**src/rtl/alu_issue_ctrl_if.sv**
```systemverilog
// Request/response handshake bundle between execute control and alu_issue_ctrl.
// master = requester side, slave = alu_issue_ctrl.
interface alu_issue_ctrl_if #(
    parameter int TAG_W = 4
);
    logic             req_valid;
    logic             req_ready;
    logic [3:0]       req_ctrl;
    logic [31:0]      req_a;
    logic [31:0]      req_b;
    logic [TAG_W-1:0] req_tag;

    logic             rsp_valid;
    logic             rsp_ready;
    logic [31:0]      rsp_result;
    logic [7:0]       rsp_status;
    logic [TAG_W-1:0] rsp_tag;
    logic             rsp_exc;

    modport master (
        output req_valid, req_ctrl, req_a, req_b, req_tag, rsp_ready,
        input  req_ready, rsp_valid, rsp_result, rsp_status, rsp_tag, rsp_exc
    );

    modport slave (
        input  req_valid, req_ctrl, req_a, req_b, req_tag, rsp_ready,
        output req_ready, rsp_valid, rsp_result, rsp_status, rsp_tag, rsp_exc
    );
endinterface

```
**src/rtl/alu_issue_ctrl.sv**
```systemverilog
// Registered initiator for the combinational ALU: hold operands, capture after settle.
// Optional sticky status accumulator enabled by defining ALU_STICKY_EN.
module alu_issue_ctrl #(
    parameter int           SETTLE_CYCLES = 1,
    parameter int           TAG_W         = 4,
    parameter logic [7:0]   EXC_MASK      = 8'h24
) (
    input  logic        clk,
    input  logic        reset,
    alu_issue_ctrl_if.slave bus,
    output logic [3:0]  alu_control,
    output logic [31:0] alu_op_1,
    output logic [31:0] alu_op_2,
    input  logic [31:0] alu_result,
    input  logic [7:0]  alu_status,
    output logic [7:0]  sticky_status,
    input  logic        sticky_clr
);
    typedef enum logic [1:0] {
        IDLE = 2'd0,
        EVAL = 2'd1,
        RESP = 2'd2
    } state_t;

    localparam logic [3:0] CNT_INIT = 4'(SETTLE_CYCLES - 1);

    state_t           state_q, state_d;
    logic [3:0]       cnt_q, cnt_d;
    logic [3:0]       ctrl_q, ctrl_d;
    logic [31:0]      op1_q, op1_d;
    logic [31:0]      op2_q, op2_d;
    logic [TAG_W-1:0] dtag_q, dtag_d;
    logic [31:0]      res_q, res_d;
    logic [7:0]       stat_q, stat_d;
    logic [TAG_W-1:0] rtag_q, rtag_d;
    logic             exc_q, exc_d;
    logic             rdy;
    logic             accept;
    logic             capture;

    always_comb begin
        state_d = state_q;
        cnt_d   = cnt_q;
        ctrl_d  = ctrl_q;
        op1_d   = op1_q;
        op2_d   = op2_q;
        dtag_d  = dtag_q;
        res_d   = res_q;
        stat_d  = stat_q;
        rtag_d  = rtag_q;
        exc_d   = exc_q;
        rdy     = 1'b0;
        capture = 1'b0;

        unique case (state_q)
            IDLE: rdy = 1'b1;
            EVAL: begin
                if (cnt_q == 4'd0) begin
                    capture = 1'b1;
                    state_d = RESP;
                end else begin
                    cnt_d = cnt_q - 4'd1;
                end
            end
            RESP: begin
                rdy = bus.rsp_ready;
                if (bus.rsp_ready) begin
                    state_d = IDLE;
                end
            end
            default: state_d = IDLE;
        endcase

        accept = rdy & bus.req_valid;

        // Accept overrides the RESP exit so back-to-back ops skip IDLE.
        if (accept) begin
            ctrl_d  = bus.req_ctrl;
            op1_d   = bus.req_a;
            op2_d   = bus.req_b;
            dtag_d  = bus.req_tag;
            cnt_d   = CNT_INIT;
            state_d = EVAL;
        end

        if (capture) begin
            res_d  = alu_result;
            stat_d = alu_status;
            rtag_d = dtag_q;
            exc_d  = |(alu_status & EXC_MASK);
        end
    end

    always_ff @(posedge clk or posedge reset) begin
        if (reset) begin
            state_q <= IDLE;
            cnt_q   <= '0;
            ctrl_q  <= '0;
            op1_q   <= '0;
            op2_q   <= '0;
            dtag_q  <= '0;
            res_q   <= '0;
            stat_q  <= '0;
            rtag_q  <= '0;
            exc_q   <= 1'b0;
        end else begin
            state_q <= state_d;
            cnt_q   <= cnt_d;
            ctrl_q  <= ctrl_d;
            op1_q   <= op1_d;
            op2_q   <= op2_d;
            dtag_q  <= dtag_d;
            res_q   <= res_d;
            stat_q  <= stat_d;
            rtag_q  <= rtag_d;
            exc_q   <= exc_d;
        end
    end

    assign bus.req_ready  = rdy & ~reset;
    assign bus.rsp_valid  = (state_q == RESP);
    assign bus.rsp_result = res_q;
    assign bus.rsp_status = stat_q;
    assign bus.rsp_tag    = rtag_q;
    assign bus.rsp_exc    = exc_q;
    assign alu_control    = ctrl_q;
    assign alu_op_1       = op1_q;
    assign alu_op_2       = op2_q;

`ifdef ALU_STICKY_EN
    logic [7:0] sticky_q, sticky_d;

    // A clear coinciding with a capture keeps only the new status.
    always_comb begin
        sticky_d = sticky_q;
        if (sticky_clr) begin
            sticky_d = capture ? alu_status : 8'h00;
        end else if (capture) begin
            sticky_d = sticky_q | alu_status;
        end
    end

    always_ff @(posedge clk or posedge reset) begin
        if (reset) begin
            sticky_q <= 8'h00;
        end else begin
            sticky_q <= sticky_d;
        end
    end

    assign sticky_status = sticky_q;
`else
    logic sticky_clr_unused;
    assign sticky_clr_unused = sticky_clr;
    assign sticky_status     = 8'h00;
`endif
endmodule

```
**src/flat_wrapper.sv**
```systemverilog
// flat-port wrapper written by rule: the top's interface ports become plain ports
module alu_issue_ctrl_flat 
#(
    parameter int           SETTLE_CYCLES = 1,
    parameter int           TAG_W         = 4,
    parameter logic [7:0]   EXC_MASK      = 8'h24
)
  (clk, reset, alu_control, alu_op_1, alu_op_2, alu_result, alu_status, sticky_status, sticky_clr, bus_req_valid, bus_req_ctrl, bus_req_a, bus_req_b, bus_req_tag, bus_rsp_ready, bus_req_ready, bus_rsp_valid, bus_rsp_result, bus_rsp_status, bus_rsp_tag, bus_rsp_exc);
  alu_issue_ctrl_if #(.TAG_W(TAG_W)) bus_i ();
  input  logic clk;
  input  logic reset;
  output logic [3:0] alu_control;
  output logic [31:0] alu_op_1;
  output logic [31:0] alu_op_2;
  input  logic [31:0] alu_result;
  input  logic [7:0] alu_status;
  output logic [7:0] sticky_status;
  input  logic sticky_clr;
  input wire logic [$bits(bus_i.req_valid)-1:0] bus_req_valid;
  input wire logic [$bits(bus_i.req_ctrl)-1:0] bus_req_ctrl;
  input wire logic [$bits(bus_i.req_a)-1:0] bus_req_a;
  input wire logic [$bits(bus_i.req_b)-1:0] bus_req_b;
  input wire logic [$bits(bus_i.req_tag)-1:0] bus_req_tag;
  input wire logic [$bits(bus_i.rsp_ready)-1:0] bus_rsp_ready;
  output wire logic [$bits(bus_i.req_ready)-1:0] bus_req_ready;
  output wire logic [$bits(bus_i.rsp_valid)-1:0] bus_rsp_valid;
  output wire logic [$bits(bus_i.rsp_result)-1:0] bus_rsp_result;
  output wire logic [$bits(bus_i.rsp_status)-1:0] bus_rsp_status;
  output wire logic [$bits(bus_i.rsp_tag)-1:0] bus_rsp_tag;
  output wire logic [$bits(bus_i.rsp_exc)-1:0] bus_rsp_exc;
  assign bus_i.req_valid = bus_req_valid;
  assign bus_i.req_ctrl = bus_req_ctrl;
  assign bus_i.req_a = bus_req_a;
  assign bus_i.req_b = bus_req_b;
  assign bus_i.req_tag = bus_req_tag;
  assign bus_i.rsp_ready = bus_rsp_ready;
  assign bus_req_ready = bus_i.req_ready;
  assign bus_rsp_valid = bus_i.rsp_valid;
  assign bus_rsp_result = bus_i.rsp_result;
  assign bus_rsp_status = bus_i.rsp_status;
  assign bus_rsp_tag = bus_i.rsp_tag;
  assign bus_rsp_exc = bus_i.rsp_exc;
  alu_issue_ctrl #(.SETTLE_CYCLES(SETTLE_CYCLES), .TAG_W(TAG_W), .EXC_MASK(EXC_MASK)) u_core (.clk(clk), .reset(reset), .bus(bus_i), .alu_control(alu_control), .alu_op_1(alu_op_1), .alu_op_2(alu_op_2), .alu_result(alu_result), .alu_status(alu_status), .sticky_status(sticky_status), .sticky_clr(sticky_clr));
endmodule
```
**config.mk**
```make
export PLATFORM = sky130hd
export DESIGN_NAME = alu_issue_ctrl_flat
export DESIGN_NICKNAME = d
export VERILOG_FILES = /design/src/rtl/alu_issue_ctrl_if.sv /design/src/rtl/alu_issue_ctrl.sv /design/src/flat_wrapper.sv
export SDC_FILE = /design/constraint.sdc
export NUM_CORES = 1
export LEC_CHECK = 0
export BUFFER_PORTS_ARGS = -buffer_cell sky130_fd_sc_hd__buf_2
export CORE_ASPECT_RATIO = 1.5
export CORE_MARGIN = 5
export CORE_UTILIZATION = 42
export DETAILED_ROUTE_END_ITERATION = 12
export PLACE_DENSITY = 0.82
export SETUP_SLACK_MARGIN = 0.1
export SYNTH_ARGS = -nofsm -noshare
export SYNTH_HDL_FRONTEND = slang
export SYNTH_SLANG_ARGS = --single-unit
```
**constraint.sdc**
```tcl
create_clock -name clk -period 3.9 [get_ports clk]
set_clock_uncertainty 0.2 [all_clocks]
set_input_delay 0.39 -clock clk [delete_from_list [all_inputs] [get_ports clk]]
set_output_delay 0.39 -clock clk [all_outputs]
set_load 0.01 [all_outputs]
```
==> metrics.md <==
| Metric | Value |
|---|---|
| Row Count | 48 |
| Vias per cell | 4.651 |
| Min-delay src | alu_result[3] |
| Clock sinks | about 120 |
| Nets | 660 |
| Status | finished, final reports clean |
| Setup crit start kind | input pin |
| Endpoint class of the critical path | flip-flop |
| Max incr delay on CP | roughly 0.72 ns |
| Critical path start-end classification | input pin to flip-flop |
| Core Footprint | approximately 12000 sq um |
| Commonest non-fill, non-tap cell in the layout | buf_2 |
| PnR Total Power | 0.006444 W |
| Critical Path RT | between 3 and 4 ns |
| Root Buffer Master | clkbuf_16 |
| Share of cells above drive strength 1 | around 70% |
| Worst EP arrival | between 2 and 3 ns |
| RSZ-0062 raised after global routing | no |
| Reg2reg end | u_core.alu_op_2[7]$_DFFE_PP0P_ |
| Avg Inst Size Synth | between 15 and 20 sq um |
| HPWL after detailed placement | ~8.5 mm |
| TritonCTS clock tree | built |
| Setup TNS | 0 ns |
| Worst Hold Class | input pin to flip-flop |
| CP cell instances | dlygate4sd3_1 > buf_2 > and2b_1 > nor2_4 > buf_12 > mux2_2 |
| Initial core utilization | between 40% and 50% |
| Final hold vios | 0 |
| First drt pass iteration count | 5 |
| Final setup viols | 0 |
| Worst Reg-to-Reg Cells | 4 |
| Clk slew on worst S/H paths | around 0.060 ns |
| Die area | between 10000 and 15000 sq um |
| Post-Synthesis Cells | about 290 |
| Max_slew headroom | around 40% |
| Routed wire length | between 10 and 15 mm |
| R2R Path Start | u_core.state_q[1]$_DFFE_PP0P_ |
| Slowest-stage cell, CP | nor2_4 |
| Crit-path max FO | 44 |
| EDFF count, synth | 0 |
| Clk_lat worst skew | 0.40 ns |
| WHS Endpoint | u_core.bus.rsp_result[3]$_DFFE_PP0P_ |
| Synth Flop Type | dfrtp_1 |
| Number of inserted diodes | 0 |
| Flops & latches, synth | roughly 120 |
| Final worst path period share | about two thirds |
| Antenna violations before repair | 0 |
| IO buf count | between 200 and 250 |
| Hold Path Stages | 2 |
| Vias in the first global route | ~3700 |
| Die X | 98.62 um |
| First-pass GRT wire length | 18.02 mm |
| Dpl ws | 1.367 ns |
| Seq/Total Area, Yosys | just over 60% |
| Tmin final | around 2.6 ns |
| Setup WS post-layout | approximately 1.3 ns |
| Ys Warns | 0 |
| IO Pins | between 200 and 250 |
| Async SR Flop Fraction | 100.0% |
| Die H | about 140 um |
| Largest net degree at the start of global routing | just over 60 |
| Total global-route track usage | 16.21% |
| Remaining Overflow, GRT | 0 |
| Mapped cell area | a little under 5000 sq um |
| CTS Buffer Depth | 2 |
| Count of different cell masters after synthesis | 27 |
| TritonCTS buffer count | 17 |
| Highest-count cells in the layout ignoring fill and taps | buf_2 (230), dfrtp_1 (123), mux2_2 (73) |
| H-tree levels | 4 |
| Iter 0 DRT Violations | 45 |
| Reg2Reg Setup Slack | 1.43 ns |
| Syn-to-layout area delta | 39.38% |
| Max Fclk | 379.4 MHz |
| Maximum VDD drop | 522.7 uV |
| Wire per inst | roughly 16 um |
| Postcts setup bufs | 0 |
| GP Congestion | ~0.8 |
| Power Density | between 900 and 1000 nW/um^2 |
| Vias | between 3000 and 4000 |
| # DRC | 0 |
| Final ANT Viol Nets | 0 |
| Max Cap Viol | 0 |
| Final Max Tran Viols | 0 |
| Leakage power | 3.500 nW |
| Slew @ Worst Pin | a little over 0.9 ns |
[worst max path at each step]
stage                  start                           endpoint  slack (ns)
4_1_cts        bus_rsp_ready     u_core.alu_op_2[7]$_DFFE_PP0P_        1.26
2_1_floorplan          reset  u_core.alu_control[0]$_DFFE_PP0P_        1.80
5_1_grt        bus_rsp_ready    u_core.alu_op_2[22]$_DFFE_PP0P_        1.11
6_report       bus_rsp_ready     u_core.alu_op_2[7]$_DFFE_PP0P_        1.26
3_5_place_dp   bus_rsp_ready     u_core.alu_op_2[7]$_DFFE_PP0P_        1.37
3_3_place_gp   bus_rsp_ready    u_core.alu_op_1[14]$_DFFE_PP0P_        1.45
[routing by layer]
layer / routed length, um / vias up / part of all wire, % / track usage, %
met2: 6216 / 146 / 55 / 28.41
met5: 0 / - / 0 / 0
met4: 347 / 0 / 3.1 / 8.777
li1: - / 1509 / - / -
met1: 3968 / 1591 / 35 / 17.33
met3: 810 / 28 / 7.1 / 5.083
[final cells by class]
type	instances	area, sq um
multi-input cells	153	1695
inverters	5	22.52
clock buffers	19	442.9
clock inverters	13	190.2
repair buffers	241	1279
well taps	150	187.7
flip-flops and latches	123	3078
fillers	914	4636
[Yosys cell counts, types with 3 or more instances]
cell type	number	area (sq um)
dfrtp_1	123	3078
mux2_2	73	822.0
mux2_4	39	585.6
buf_6	11	123.9
buf_4	8	60.06
inv_1	5	18.77
mux2_1	4	45.04
o21ai_0	4	20.02
a21oi_1	3	15.01
nand2b_1	3	18.77
nor2_1	3	11.26
[cells by family after synthesis]
kind of cell / synth area share, %
DFF: 62.22
muxes: 29.77
buffers and inverters: 4.198
and+or+nand+nor: 2.074
AOI/OAI and AO/OA: 1.163
adders and majority gates: 0.5057
other: 0.07580
[flip-flops by register name, summed over array words and instances (netlist names)]
name	flops
u_core.cnt_q	4
u_core.bus.rsp_exc	1
u_core.state_q	2
u_core.alu_op_1	32
u_core.bus.rsp_status	8
u_core.dtag_q	4
u_core.alu_op_2	32
u_core.bus.rsp_tag	4
u_core.alu_control	4
u_core.bus.rsp_result	32
[per-stage QoR]
| stage | cells | instance area, sq um | utilization, % | hold slack, ns |
|---|---|---|---|---|
| final | 704 | 6895 | 59.80 | 0.02209 |
| after CTS | 702 | 6875 | 59.62 | 0.001022 |
| after detailed placement | 664 | 6182 | 53.61 | 0.2695 |
| after global routing | 704 | 6895 | 59.80 | 0.001367 |
| after global placement | 664 | 6182 | 53.61 | 0.2637 |
| after floorplan | 301 | 4977 | - | 0.2612 |
[report_power, final]
part | internal (W) | total, W | switching [W]
registers | 0.00194 | 0.00229 | 0.000345
logic | 0.00139 | 0.00251 | 0.00112
clock network | 0.00109 | 0.00165 | 0.000555
total | 0.00442 | 0.00644 | 0.00202
[critical path: cells and delay by family]
family                 cells  cell delay, ns
buffers and inverters      3            0.95
and+or+nand+nor            2            0.95
muxes                      1            0.38
[repair_timing]
action                    in CTS  in global routing
gates resized for setup        0                  0
hold buffers                   6                  2
hold endpoints to repair      31                  2
Note: power is estimated with default switching activity, not from simulation.
